### config.mk
export PLATFORM = sky130hd
export DESIGN_NAME = dmem_initiator_flat
export DESIGN_NICKNAME = d
export VERILOG_FILES = /design/src/rtl/dmem_initiator_if.sv /design/src/rtl/dmem_initiator.sv /design/src/flat_wrapper.sv
export SDC_FILE = /design/constraint.sdc
export NUM_CORES = 1
export LEC_CHECK = 0
export BUFFER_PORTS_ARGS = -buffer_cell sky130_fd_sc_hd__buf_2
export CORE_UTILIZATION = 47
export DETAILED_ROUTE_END_ITERATION = 7
export HOLD_SLACK_MARGIN = 0.03
export PLACE_DENSITY = 0.8
export SLEW_MARGIN = 20
export SYNTH_ARGS = -nofsm -noshare
export SYNTH_HDL_FRONTEND = slang
export SYNTH_SLANG_ARGS = --single-unit
### constraint.sdc
create_clock -name clk -period 2.4 [get_ports clk]
set_input_delay 0 -clock clk [delete_from_list [all_inputs] [get_ports clk]]
set_output_delay 0 -clock clk [all_outputs]
set_load 0.02 [all_outputs]
### src/rtl/dmem_initiator_if.sv
// CPU-side load/store request/response channel plus the data-cache access lines.
interface dmem_initiator_if;
  logic        req_valid;
  logic        req_ready;
  logic        req_write;
  logic [2:0]  req_funct3;
  logic [31:0] req_addr;
  logic [31:0] req_wdata;
  logic        rsp_valid;
  logic        rsp_err;
  logic [31:0] rsp_rdata;
  logic        busy;
  logic [31:0] mem_addr;
  logic [31:0] mem_write_data;
  logic        mem_memread;
  logic        mem_memwrite;
  logic [3:0]  mem_sign_mask;
  logic [31:0] mem_read_data;
  logic        mem_clk_stall;

  modport master (
    input  req_valid, req_write, req_funct3, req_addr, req_wdata,
    input  mem_read_data, mem_clk_stall,
    output req_ready, rsp_valid, rsp_err, rsp_rdata, busy,
    output mem_addr, mem_write_data, mem_memread, mem_memwrite, mem_sign_mask
  );

  modport slave (
    output req_valid, req_write, req_funct3, req_addr, req_wdata,
    output mem_read_data, mem_clk_stall,
    input  req_ready, rsp_valid, rsp_err, rsp_rdata, busy,
    input  mem_addr, mem_write_data, mem_memread, mem_memwrite, mem_sign_mask
  );
endinterface

### src/rtl/dmem_initiator.sv
// Load/store initiator: issues one pipeline op to the data cache, follows its
// clk_stall handshake and returns a single-cycle response (error on bad op/timeout).
module dmem_initiator #(
  parameter int unsigned STALL_TIMEOUT = 15
) (
  input logic              clk,
  input logic              rst_n,
  dmem_initiator_if.master bus
);
  localparam int unsigned   CW       = $clog2(STALL_TIMEOUT + 1);
  localparam logic [CW-1:0] CNT_SAT  = CW'(STALL_TIMEOUT);
  localparam logic [CW-1:0] CNT_LAST = CW'(STALL_TIMEOUT - 1);

  typedef enum logic [2:0] {
    S_IDLE,
    S_ISSUE,
    S_WAIT_HI,
    S_WAIT_LO,
    S_RESP
  } state_e;

  state_e        state_q, state_d;
  logic [CW-1:0] cnt_q, cnt_d;
  logic [31:0]   addr_q, addr_d;
  logic [31:0]   wdata_q, wdata_d;
  logic [31:0]   rdata_q, rdata_d;
  logic [3:0]    mask_q, mask_d;
  logic          write_q, write_d;
  logic          err_q, err_d;
  logic          req_ready;
  logic          accept;
  logic          dec_err;
  logic [3:0]    dec_mask;

  // The cache is not reset with us, so never accept while it still stalls.
  always_comb begin
    req_ready = rst_n && (state_q == S_IDLE) && !bus.mem_clk_stall;
    accept    = bus.req_valid && req_ready;
  end

  always_comb begin
    dec_mask = '0;
    dec_err  = 1'b0;
    case (bus.req_funct3[1:0])
      2'b00:   dec_mask[2:0] = 3'b001;
      2'b01: begin
        dec_mask[2:0] = 3'b011;
        dec_err       = bus.req_addr[0];
      end
      2'b10: begin
        dec_mask[2:0] = 3'b111;
        dec_err       = |bus.req_addr[1:0];
      end
      default: dec_err = 1'b1;
    endcase
    // Only loads have 1xx encodings, and only the unsigned B/H ones.
    if (bus.req_funct3[2] && (bus.req_write || bus.req_funct3[1])) dec_err = 1'b1;
    dec_mask[3] = !bus.req_write && !bus.req_funct3[2] && !bus.req_funct3[1];
  end

  always_comb begin
    state_d = state_q;
    addr_d  = addr_q;
    wdata_d = wdata_q;
    rdata_d = rdata_q;
    mask_d  = mask_q;
    write_d = write_q;
    err_d   = err_q;
    unique case (state_q)
      S_IDLE: begin
        if (accept) begin
          addr_d  = bus.req_addr;
          wdata_d = bus.req_wdata;
          write_d = bus.req_write;
          mask_d  = dec_mask;
          err_d   = dec_err;
          if (dec_err) begin
            rdata_d = '0;
            state_d = S_RESP;
          end else begin
            state_d = S_ISSUE;
          end
        end
      end
      S_ISSUE: state_d = S_WAIT_HI;
      S_WAIT_HI: begin
        if (bus.mem_clk_stall) begin
          state_d = S_WAIT_LO;
        end else if (cnt_q == CNT_LAST) begin
          err_d   = 1'b1;
          rdata_d = '0;
          state_d = S_RESP;
        end
      end
      S_WAIT_LO: begin
        if (!bus.mem_clk_stall) begin
          rdata_d = write_q ? '0 : bus.mem_read_data;
          state_d = S_RESP;
        end else if (cnt_q == CNT_LAST) begin
          err_d   = 1'b1;
          rdata_d = '0;
          state_d = S_RESP;
        end
      end
      S_RESP:  state_d = S_IDLE;
      default: state_d = S_IDLE;
    endcase

    if (state_d != state_q)  cnt_d = '0;
    else if (cnt_q == CNT_SAT) cnt_d = cnt_q;
    else                       cnt_d = cnt_q + 1'b1;
  end

  always_ff @(posedge clk or negedge rst_n) begin
    if (!rst_n) begin
      state_q <= S_IDLE;
      cnt_q   <= '0;
      addr_q  <= '0;
      wdata_q <= '0;
      rdata_q <= '0;
      mask_q  <= '0;
      write_q <= 1'b0;
      err_q   <= 1'b0;
    end else begin
      state_q <= state_d;
      cnt_q   <= cnt_d;
      addr_q  <= addr_d;
      wdata_q <= wdata_d;
      rdata_q <= rdata_d;
      mask_q  <= mask_d;
      write_q <= write_d;
      err_q   <= err_d;
    end
  end

  always_comb begin
    bus.req_ready      = req_ready;
    bus.busy           = (state_q != S_IDLE);
    bus.rsp_valid      = (state_q == S_RESP);
    bus.rsp_err        = (state_q == S_RESP) && err_q;
    bus.rsp_rdata      = rdata_q;
    bus.mem_memread    = (state_q == S_ISSUE) && !write_q;
    bus.mem_memwrite   = (state_q == S_ISSUE) && write_q;
    bus.mem_addr       = addr_q;
    bus.mem_write_data = wdata_q;
    bus.mem_sign_mask  = mask_q;
  end
endmodule
### src/flat_wrapper.sv
// flat-port wrapper written by rule: the top's interface ports become plain ports
module dmem_initiator_flat 
#(
  parameter int unsigned STALL_TIMEOUT = 15
)
  (clk, rst_n, bus_req_valid, bus_req_write, bus_req_funct3, bus_req_addr, bus_req_wdata, bus_mem_read_data, bus_mem_clk_stall, bus_req_ready, bus_rsp_valid, bus_rsp_err, bus_rsp_rdata, bus_busy, bus_mem_addr, bus_mem_write_data, bus_mem_memread, bus_mem_memwrite, bus_mem_sign_mask);
  dmem_initiator_if bus_i ();
  input logic clk;
  input logic rst_n;
  input wire logic [$bits(bus_i.req_valid)-1:0] bus_req_valid;
  input wire logic [$bits(bus_i.req_write)-1:0] bus_req_write;
  input wire logic [$bits(bus_i.req_funct3)-1:0] bus_req_funct3;
  input wire logic [$bits(bus_i.req_addr)-1:0] bus_req_addr;
  input wire logic [$bits(bus_i.req_wdata)-1:0] bus_req_wdata;
  input wire logic [$bits(bus_i.mem_read_data)-1:0] bus_mem_read_data;
  input wire logic [$bits(bus_i.mem_clk_stall)-1:0] bus_mem_clk_stall;
  output wire logic [$bits(bus_i.req_ready)-1:0] bus_req_ready;
  output wire logic [$bits(bus_i.rsp_valid)-1:0] bus_rsp_valid;
  output wire logic [$bits(bus_i.rsp_err)-1:0] bus_rsp_err;
  output wire logic [$bits(bus_i.rsp_rdata)-1:0] bus_rsp_rdata;
  output wire logic [$bits(bus_i.busy)-1:0] bus_busy;
  output wire logic [$bits(bus_i.mem_addr)-1:0] bus_mem_addr;
  output wire logic [$bits(bus_i.mem_write_data)-1:0] bus_mem_write_data;
  output wire logic [$bits(bus_i.mem_memread)-1:0] bus_mem_memread;
  output wire logic [$bits(bus_i.mem_memwrite)-1:0] bus_mem_memwrite;
  output wire logic [$bits(bus_i.mem_sign_mask)-1:0] bus_mem_sign_mask;
  assign bus_i.req_valid = bus_req_valid;
  assign bus_i.req_write = bus_req_write;
  assign bus_i.req_funct3 = bus_req_funct3;
  assign bus_i.req_addr = bus_req_addr;
  assign bus_i.req_wdata = bus_req_wdata;
  assign bus_i.mem_read_data = bus_mem_read_data;
  assign bus_i.mem_clk_stall = bus_mem_clk_stall;
  assign bus_req_ready = bus_i.req_ready;
  assign bus_rsp_valid = bus_i.rsp_valid;
  assign bus_rsp_err = bus_i.rsp_err;
  assign bus_rsp_rdata = bus_i.rsp_rdata;
  assign bus_busy = bus_i.busy;
  assign bus_mem_addr = bus_i.mem_addr;
  assign bus_mem_write_data = bus_i.mem_write_data;
  assign bus_mem_memread = bus_i.mem_memread;
  assign bus_mem_memwrite = bus_i.mem_memwrite;
  assign bus_mem_sign_mask = bus_i.mem_sign_mask;
  dmem_initiator #(.STALL_TIMEOUT(STALL_TIMEOUT)) u_core (.clk(clk), .rst_n(rst_n), .bus(bus_i));
endmodule
==> results.yml, run 1 <==
setup_path:
  critical_path_peak_fanout: 46
  crit_buf_inv: 1
  path_class: "reg2reg"
  required_ns: 2.65
  regToRegStartpoint: "u_core.state_q[0]"
  arrival_time_at_the_worst_endpoint_ns: 2.20
  slowest_stage: "or3_1"
  critical_path.cell_chain: "or3_1 > or2_2 > buf_4 > nand2_1 > o41ai_2"
  critPathTopFamily: "simple AND/OR/NAND/NOR gates"
  reg2reg_to: "u_core.bus.mem_sign_mask[3]"
  r2r.worst_path.cells: 5
  critPathMaxStageDelay_ns: 0.49
  start_kind: "register"
  reg2reg_setup_slack_ns: 0.45
  worst_setup_path_end_kind: "register"
layout:
  fin_nets: 881
  antennaDiodeCount: 0
  final_cell_area_excluding_filler_cells_um2: 6828
  area_overhead_vs_synth_pct: 48.98
  share_of_layout_cells_above_drive_strength_1_pct: 31.02
power_and_ir_drop:
  switching_share_pct: 43.55
  clkPwrFrac_pct: 13.6
  worst_vdd_ir_mv: 0.5321
  combinationalPowerShare_pct: 44.9
  internal_power_uw: 4352
  total_power_uw: 7709
  power.static_leakage_uw: 0.003766
  switching_power_uw: 3357
  sequentialPowerShare_pct: 41.5
  power.density_cell_area_nw_per_um2: 1129
floorplan:
  fp.dieW_um: 100.8
  chipHeight_um: 100.8
  design.die.area_um2: 10150
  floorplan.initialDensity_pct: 49.13
  core_region_area_um2: 9328
  floorplan.rows: 35
  design.portCount: 210
clock_tree:
  cts_made_buffers: 9
  clock_tree_from_tritoncts: "yes"
  hold_buffers_post_cts: 97
  clkSlewWorstSetupHoldPaths_ns: 0.10
  clk_root_buf: "clkbuf_8"
  clkLatencyLatePin_ns: 0.37
  htreeDepth: 3
  cts.path.max_buffers: 2
  tritoncts_num_sinks: 109
  total_setup_buffers_inserted_after_cts: 0
  cts_repair_resize_count: 0
grt:
  globalRouteTotalUtil_pct: 27.74
  grt_first_pass_wirelength_um: 21750
  pin_count_of_the_biggest_net_entering_global_routing: 61
  grt_pass1_vias: 4698
  use_met3_pct: 8.322
  final_global_route_overflow_total: 0
  grt_antenna_before_repair: 0
  use_met2_pct: 48.05
  met1_usage_pct: 31.30
  grt-busiest-layer: "met2"
yosys:
  mappedNetlistArea_um2: 4583
  yosysSeqAreaShare_pct: 59.51
  ys_async_sr_fraction_pct: 100.0
  synth_top_flop_cell: "dfrtp_1"
  synth.top_cells.by_count: "nand2_1, dfrtp_1, a22o_1"
  syn_inst: 472
  synthMostInstantiatedCell: "nand2_1"
  netlist.area_leader.share_pct: 59.51
  synth.net_count: 581
  synth.ff_latch_count: 109
  synth_cell_type_count: 39
  synthesis.yosys.warnings: 0
  synth_top_cells_by_area: "dfrtp_1, nand2_1, a22o_1, buf_6, o311a_1"
  synth-edff-count: 0
  netlist.top_cell.by_area: "dfrtp_1"
  postSynthAreaPerCell_um2: 9.710
sta:
  hold_viol: 0
  final-max-slew-violation-count: 0
  hold_slack_ns: 0.04287
  min_period_ns: 1.947
  rsz0062_at_grt: "no"
  clock-skew-final_ns: 0.01096
  max_freq_mhz: 513.5
  setup-tns-final_ns: 0
  timing_worst_slew_pin_value_ns: 0.7644
  period_share_pct: 81.15
  setup-violations-final: 0
  max_slew_margin_pct: 49.04
detailed_routing:
  route.detailed.vias_per_inst: 5.070
  detail_route.first_pass.iterations: 5
  routed_wire_length_per_instance_um: 15.23
  drt_first_iter_violations: 172
  detailroute.via_count: 4593
  post-route-drc-count: 0
  ant_nets_after_route: 0
  routed_wirelength_um: 13800
run_status:
  status: "completed"
placement:
  numPortBuffers: 209
  placed_wire_length_estimate_after_detailed_placement_um: 7841
  place.gp.congestion: 0.7802
  placedInstanceArea_um2: 5672
worst_hold_path:
  hold_path_depth: 4
  timing.hold.worst.class: "in2reg"
  min_to: "u_core.bus.rsp_rdata[31]"
  timing.hold.worst.start: "bus_mem_read_data[31]"
job:
  cap_viol_max_count: 0
## per-layer routing
layer	vias up	share of wire, %
li1	2135	-
met1	2173	38
met2	250	50
met3	35	9.1
met4	0	2.6
met5	-	0
## layout make-up
type                       count  area, µm²
clock inverter                 5      43.79
inverter                      12      45.04
fill                         633       2500
multi-input combinational    325       1622
clock buffer                  11      141.4
timing repair buffer         315       2087
tap                          129      161.4
sequential                   109       2728
## cells in the final DEF (no fill, tap or decap), drive strengths merged, types with 2 or more instances in the layout
| cell type | Yosys | layout |
|---|---|---|
| nand3 | 5 | 5 |
| a21oi | 4 | 4 |
| o311a | 8 | 8 |
| inv | 12 | 14 |
| dlygate4sd3 | 0 | 97 |
| nor3b | 2 | 2 |
| nor2 | 17 | 17 |
| nor2b | 9 | 9 |
| or2 | 2 | 2 |
| buf | 21 | 218 |
| nand2b | 2 | 2 |
| clkinvlp | 0 | 2 |
| nor3 | 4 | 4 |
| clkbuf | 5 | 11 |
| a31oi | 2 | 2 |
| dfrtp | 109 | 109 |
| ha | 5 | 5 |
| and3 | 2 | 2 |
| nand2 | 204 | 204 |
| a22o | 24 | 24 |
| o21ai | 21 | 21 |
## worst max-delay path by stage
stage | from | endpoint | slack [ns] | depth (start not counted)
final | u_core.state_q[0] | u_core.bus.mem_sign_mask[3] | 0.45 | 5
after global routing | u_core.state_q[0] | u_core.bus.mem_sign_mask[3] | 0.34 | 4
after CTS | u_core.state_q[1] | u_core.bus.mem_sign_mask[3] | 0.45 | 5
after detailed placement | u_core.state_q[0] | u_core.bus.mem_sign_mask[3] | 0.47 | 5
after global placement | u_core.state_q[1] | u_core.bus.mem_sign_mask[3] | 0.54 | 4
after floorplan | u_core.state_q[0] | u_core.bus.mem_sign_mask[3] | 0.63 | 8
## registers in the layout, summed over array words and instances, names as in the netlist
signal / count
u_core.bus.mem_sign_mask: 4
u_core.write_q: 1
u_core.state_q: 3
u_core.bus.mem_addr: 32
u_core.bus.rsp_rdata: 32
u_core.bus.mem_write_data: 32
u_core.err_q: 1
u_core.cnt_q: 4
## cell families after synthesis
family | count (synthesis) | synth area share, %
adder cells (fa/ha/maj) | 5 | 1.365
buffers and inverters | 38 | 5.214
AO/OA/AOI/OAI | 66 | 11.11
XOR/XNOR | 1 | 0.1911
AND/OR/NAND/NOR | 253 | 22.60
flip-flops | 109 | 59.51
## worst min-delay path: stages
cell and delay, ns:
buf_2 0.07, nor2b_1 0.15, o21ai_0 0.08, o21ai_0 0.08
## metrics by stage
stage | util, % | cells | setup slack (ns)
floorplan | - | 472 | 0.6282
global placement | 60.80 | 793 | 0.5363
detailed placement | 60.80 | 793 | 0.4737
CTS | 73.20 | 906 | 0.4509
global route | 73.20 | 906 | 0.3431
finish | 73.20 | 906 | 0.4525
## power groups by stage
stage / Combinational (µW) / Sequential, µW / Clock (µW)
final: 3460 / 3200 / 1050
after detailed placement: 3280 / 3180 / 0
after global placement: 3200 / 3140 / 0
after global routing: 3770 / 3290 / 1150
after floorplan: 1140 / 4100 / 0
after CTS: 3410 / 3150 / 1090
Note: power is estimated with default switching activity, not from simulation.
==> inputs of run 2 (changes only) <==
ABC_AREA = 1   (was default)
clock period = 1.8 ns   (was 2.4 ns; I/O delays follow)
==> results.yml, run 2 <==
run_status:
  status: "completed"
setup_path:
  slowest_stage: "dfrtp_1"
  critPathTopFamily: "simple AND/OR/NAND/NOR gates"
  crit_buf_inv: 2
  start_kind: "register"
  r2r.worst_path.cells: 6
  worst_setup_path_end_kind: "register"
  reg2reg_to: "u_core.bus.rsp_rdata[9]"
  reg2reg_setup_slack_ns: 0.15
  required_ns: 2.08
  critPathMaxStageDelay_ns: 0.38
  critical_path.cell_chain: "inv_2 > nand2_1 > nor2_2 > nand3_1 > buf_4 > o21ai_0"
  critical_path_peak_fanout: 24
  regToRegStartpoint: "u_core.state_q[2]"
  path_class: "reg2reg"
  arrival_time_at_the_worst_endpoint_ns: 1.93
clock_tree:
  clock_tree_from_tritoncts: "yes"
  clkSlewWorstSetupHoldPaths_ns: 0.10
  cts.path.max_buffers: 2
  clk_root_buf: "clkbuf_8"
  cts_made_buffers: 9
  clkLatencyLatePin_ns: 0.37
  htreeDepth: 3
  tritoncts_num_sinks: 109
layout:
  fin_nets: 979
  finalCoreUtilization_pct: 73.16
  area.sequential_um2: 2729
  antennaDiodeCount: 0
  multi_input_area_um2: 1675
  final.fill_count: 677
  layout_commonest_cell: "nand2_1"
  final_cell_area_excluding_filler_cells_um2: 7118
  layout.cells.most_common_list: "nand2_1, buf_2, dfrtp_1"
  share_of_layout_cells_above_drive_strength_1_pct: 29.14
  area_overhead_vs_synth_pct: 51.42
yosys:
  synth-edff-count: 0
  synth.ff_latch_count: 109
  syn_inst: 564
  ys_async_sr_fraction_pct: 100.0
  netlist.area_leader.share_pct: 58.03
  netlist.top_cell.by_area: "dfrtp_1"
  synth-compound-area-share_pct: 6.974
  synthesis.yosys.warnings: 0
  postSynthAreaPerCell_um2: 8.335
  synth_top_flop_cell: "dfrtp_1"
  synth_cell_type_count: 23
  synthXorXnorAreaFrac_pct: 0.1863
  dominant_combinational_cell_family_by_area_after_synthesis: "simple AND/OR/NAND/NOR gates"
  area_fraction_in_and_or_nand_and_nor_cells_after_synthesis_pct: 27.10
  synthMostInstantiatedCell: "nand2_1"
  post_synth_fa_ha_maj_area_fraction_pct: 1.331
  synthMuxAreaShare_pct: 0
  synth.top_cells.by_count: "nand2_1, dfrtp_1, inv_1, nand3_1"
  synth_top_cells_by_area: "dfrtp_1, nand2_1, nand3_1, inv_1, o21ai_1"
  yosysSeqAreaShare_pct: 58.03
  mappedNetlistArea_um2: 4701
  synth.net_count: 673
sta:
  max_freq_mhz: 607.9
  clock-skew-final_ns: 0.01192
  max_slew_margin_pct: 59.99
  setup-violations-final: 0
  hold_viol: 0
  period_share_pct: 91.39
  setup-tns-final_ns: 0
  min_period_ns: 1.645
  final-max-slew-violation-count: 0
  final_critical_path_setup_slack_ns: 0.1549
  timing_worst_slew_pin_value_ns: 0.6001
power_and_ir_drop:
  total_power_uw: 10600
  power.static_leakage_uw: 0.004058
  worst_vdd_ir_mv: 0.8413
  power.density_cell_area_nw_per_um2: 1489
detailed_routing:
  detail_route.first_pass.iterations: 5
  detailroute.via_count: 4998
  routed_wire_length_per_instance_um: 14.35
  routed_wirelength_um: 14460
  route.detailed.vias_per_inst: 4.958
  ant_nets_after_route: 0
  post-route-drc-count: 0
  drt_first_iter_violations: 193
placement:
  placedInstanceArea_um2: 5916
  place.gp.congestion: 0.8852
  preCtsSetupSlack_ns: 0.08674
  numPortBuffers: 209
  placed_wire_length_estimate_after_detailed_placement_um: 8256
grt:
  globalRouteTotalUtil_pct: 27.25
  grt_antenna_before_repair: 0
  grt_first_pass_wirelength_um: 22090
  final_global_route_overflow_total: 0
  grt_pass1_vias: 4861
  pin_count_of_the_biggest_net_entering_global_routing: 110
floorplan:
  floorplan.rows: 36
  design.portCount: 210
  fp.dieW_um: 102.0
  design.die.area_um2: 10410
  chipHeight_um: 102.0
  floorplan.initialDensity_pct: 48.32
  core_region_area_um2: 9729
job:
  cap_viol_max_count: 0
worst_hold_path:
  timing.hold.worst.class: "in2reg"
  min_to: "u_core.state_q[0]"
  timing.hold.worst.start: "bus_req_valid"
  hold_path_depth: 5
## run 2: cell count changes after synthesis, sizes merged, moves of 6 or more
cell   before  now
a22o       24    0
o311a       8    0
a21oi       4   18
nand3       5   44
nor2b       9    0
o21ai      21   43
inv        12   48
buf        21   15
nand2     204  239
nor2       17   24
## run 2: power by group
part	internal, µW	switching (µW)	leakage, µW
Combinational	1710	3190	0.00258
Sequential	3580	722	0.00139
Clock	551	852	0.0000864
## run 2: cell type report
type / count / area share (%)
multi-input combinational: 382 / 23.54
tap: 133 / 2.338
timing repair buffer: 320 / 30.66
clock inverter: 6 / 0.6680
sequential: 109 / 38.34
clock buffer: 10 / 1.934
inverter: 48 / 2.531
## run 2: cell families (layout without fill, tap and decap cells)
| family | count (synthesis) | count (layout) |
|---|---|---|
| buffers and inverters | 73 | 384 |
| flip-flops | 109 | 109 |
| AO/OA/AOI/OAI | 64 | 64 |
| XOR/XNOR | 1 | 1 |
| adder cells (fa/ha/maj) | 5 | 5 |
| AND/OR/NAND/NOR | 312 | 312 |
## run 2: metrics by stage
stage                     cells  hold slack [ns]
final                      1008           0.1153
after global placement      892           0.1507
after global routing       1008           0.1251
after detailed placement    892           0.1594
after floorplan             564          -0.2956
after CTS                  1003           0.1155
## run 2: worst max path at each step
| stage | to | cells past startpoint | slack [ns] | startpoint |
|---|---|---|---|---|
| after detailed placement | u_core.bus.rsp_rdata[9] | 7 | 0.09 | u_core.state_q[0] |
| after CTS | u_core.bus.rsp_rdata[9] | 7 | 0.08 | u_core.state_q[0] |
| after floorplan | u_core.bus.rsp_rdata[11] | 8 | 0.22 | u_core.cnt_q[0] |
| final | u_core.bus.rsp_rdata[9] | 6 | 0.15 | u_core.state_q[2] |
| after global placement | u_core.bus.rsp_rdata[9] | 7 | 0.22 | u_core.state_q[0] |
| after global routing | u_core.bus.rsp_rdata[2] | 8 | -0.0005 | u_core.state_q[1] |
## run 2: tightest hold or removal path, cell delays in order
cell     delay, ns
buf_2         0.10
inv_1         0.11
nor3_4        0.08
nand2_1       0.08
nand2_1       0.07
## run 2: per-layer routing
layer | vias to the layer above | wire (µm) | global-route usage (%)
met2 | 252 | 7270 | 48.06
met3 | 42 | 1075 | 6.977
met4 | 0 | 391 | 12.20
met5 | - | 0 | 0
li1 | 2368 | - | -
met1 | 2336 | 5725 | 31.17
## run 2: repair_timing
item | in CTS | in global routing
hold buffers | 95 | 0
setup endpoints to repair | 0 | 104
gates resized for setup | 0 | 3
setup buffers | 0 | 4
endpoints found under the hold margin | 202 | 0
==> inputs of run 3 (changes only) <==
ABC_AREA = 0   (was 1)
GPL_TIMING_DRIVEN = 0   (was default)
==> results.yml, run 3 (synthesis results as in run 1) <==
setup_path:
  path_class: "reg2reg"
  start_kind: "register"
  worst-path-stages: 6
  critical_path.cell_chain: "or3_4 > nor2_4 > a22oi_2 > buf_12 > buf_8 > a22o_1"
  crit_buf_inv: 2
  arrival_time_at_the_worst_endpoint_ns: 2.02
  r2r.worst_path.cells: 6
  critPathMaxStageDelay_ns: 0.49
  critPathTopFamily: "simple AND/OR/NAND/NOR gates"
  required_ns: 2.05
  slowest_stage: "dfrtp_1"
  critical_path_peak_fanout: 9
  worst_setup_path_end_kind: "register"
sta:
  hold_viol: 0
  final-max-slew-violation-count: 0
  hold_slack_ns: 0.05375
  timing_worst_slew_pin_value_ns: 0.4015
  min_period_ns: 1.766
  rsz0062_at_grt: "no"
  setup-violations-final: 0
  period_share_pct: 98.13
  max_freq_mhz: 566.2
  max_slew_margin_pct: 73.24
  final_critical_path_setup_slack_ns: 0.03372
  clock-skew-final_ns: 0.009413
detailed_routing:
  routed_wirelength_um: 14730
  route.detailed.vias_per_inst: 4.992
  drt_first_iter_violations: 209
  routed_wire_length_per_instance_um: 15.88
  ant_nets_after_route: 0
  detailroute.via_count: 4633
  post-route-drc-count: 0
  detail_route.first_pass.iterations: 5
clock_tree:
  htreeDepth: 3
  clk_root_buf: "clkbuf_8"
  clkLatencyLatePin_ns: 0.36
  clock_tree_from_tritoncts: "yes"
  cts_made_buffers: 9
  tritoncts_num_sinks: 109
  cts.path.max_buffers: 2
  clkSlewWorstSetupHoldPaths_ns: 0.10
floorplan:
  core_region_area_um2: 9328
  chipHeight_um: 100.8
  floorplan.rows: 35
  fp.dieW_um: 100.8
  design.portCount: 210
  floorplan.initialDensity_pct: 49.13
  design.die.area_um2: 10150
layout:
  share_of_layout_cells_above_drive_strength_1_pct: 34.42
  layout.cells.most_common_list: "buf_2, nand2_1, dfrtp_1"
  antennaDiodeCount: 0
  final_cell_area_excluding_filler_cells_um2: 7144
  layout_commonest_cell: "buf_2"
  finalCoreUtilization_pct: 76.59
  area_overhead_vs_synth_pct: 55.88
  fin_nets: 904
grt:
  globalRouteTotalUtil_pct: 29.09
  pin_count_of_the_biggest_net_entering_global_routing: 66
  grt_pass1_vias: 4697
  final_global_route_overflow_total: 0
  grt_antenna_before_repair: 0
  grt_first_pass_wirelength_um: 22820
power_and_ir_drop:
  power.density_cell_area_nw_per_um2: 1488
  worst_vdd_ir_mv: 0.8213
  power.static_leakage_uw: 0.003928
  total_power_uw: 10630
placement:
  placedInstanceArea_um2: 5824
  placed_wire_length_estimate_after_detailed_placement_um: 8290
  preCtsSetupSlack_ns: -0.1864
  place.gp.congestion: 0.7780
  numPortBuffers: 209
worst_hold_path:
  timing.hold.worst.class: "in2reg"
  hold_path_depth: 4
job:
  cap_viol_max_count: 0
run_status:
  status: "completed"
==> run 3: cell types whose count changed in the layout (fill, tap and decap cells not counted), moves of 4 or more <==
cell | before | now
o311a_1 | 0 | 8
buf_4 | 13 | 9
a22o_1 | 0 | 24
nor2b_1 | 0 | 8
nor2_1 | 21 | 15
buf_6 | 0 | 13
o21ai_0 | 21 | 14
o21ai_1 | 22 | 5
inv_2 | 4 | 0
a21oi_1 | 18 | 4
nand2_1 | 234 | 203
buf_8 | 0 | 4
nand3_1 | 44 | 5
inv_1 | 44 | 12
==> run 3: layout make-up <==
class	instances	area, µm²
clock buffers	10	137.6
fillers	563	2183
flip-flops and latches	109	2731
clock inverters	5	45.04
well taps	129	161.4
plain buffers	23	216.5
inverters	12	45.04
multi-input cells	325	1659
repair buffers	315	2148
==> run 3: tightest hold or removal path, stage by stage <==
cell and delay, ns:
buf_2 0.08, nor2b_1 0.14, o21ai_0 0.08, o21ai_0 0.07
==> run 3: what timing repair did <==
item / 4_1_cts / 5_1_grt
hold endpoints to repair: 201 / 0
gates cloned: 2 / 0
pin swaps: 5 / 13
hold buffers: 94 / 0
buffers inserted: 5 / 4
resized for setup: 14 / 31
endpoints found under the setup margin: 89 / 101
==> run 3: path summary, 6_finish.rpt <==
check / from / slack, ns / to
min in group asynchronous: rst_n / 0.18 / u_core.bus.mem_write_data[21]
min reg2reg: u_core.bus.mem_write_data[11] / 0.48 / u_core.bus.mem_write_data[11]
max: u_core.state_q[2] / 0.03 / u_core.bus.rsp_rdata[24]
min: bus_mem_read_data[5] / 0.05 / u_core.bus.rsp_rdata[5]
max reg2reg: u_core.state_q[2] / 0.03 / u_core.bus.rsp_rdata[24]
max in group asynchronous: rst_n / 1.03 / u_core.bus.mem_write_data[14]
==> run 3: where the power goes <==
group	leakage, µW	switching, µW	internal (µW)	total, µW
Sequential	0.00137	725	3560	4280
Clock	0.0000905	855	553	1410
Combinational	0.00247	3060	1890	4940
Total	0.00393	4640	6000	10600
==> run 3: metal layers <==
metal / vias up / track usage (%) / share of wire [%]
li1: 2187 / - / -
met1: 2212 / 34.76 / 40
met2: 210 / 51.90 / 52
met3: 24 / 7.004 / 7.0
met4: 0 / 8.919 / 1.6
met5: - / 0 / 0
==> run 3: per-stage QoR <==
step,setup TNS [ns],instances
2_1_floorplan,0,472
3_3_place_gp,-210.79,810
3_5_place_dp,-3.372,811
4_1_cts,-0.5186,927
5_1_grt,0,928
6_report,0,928
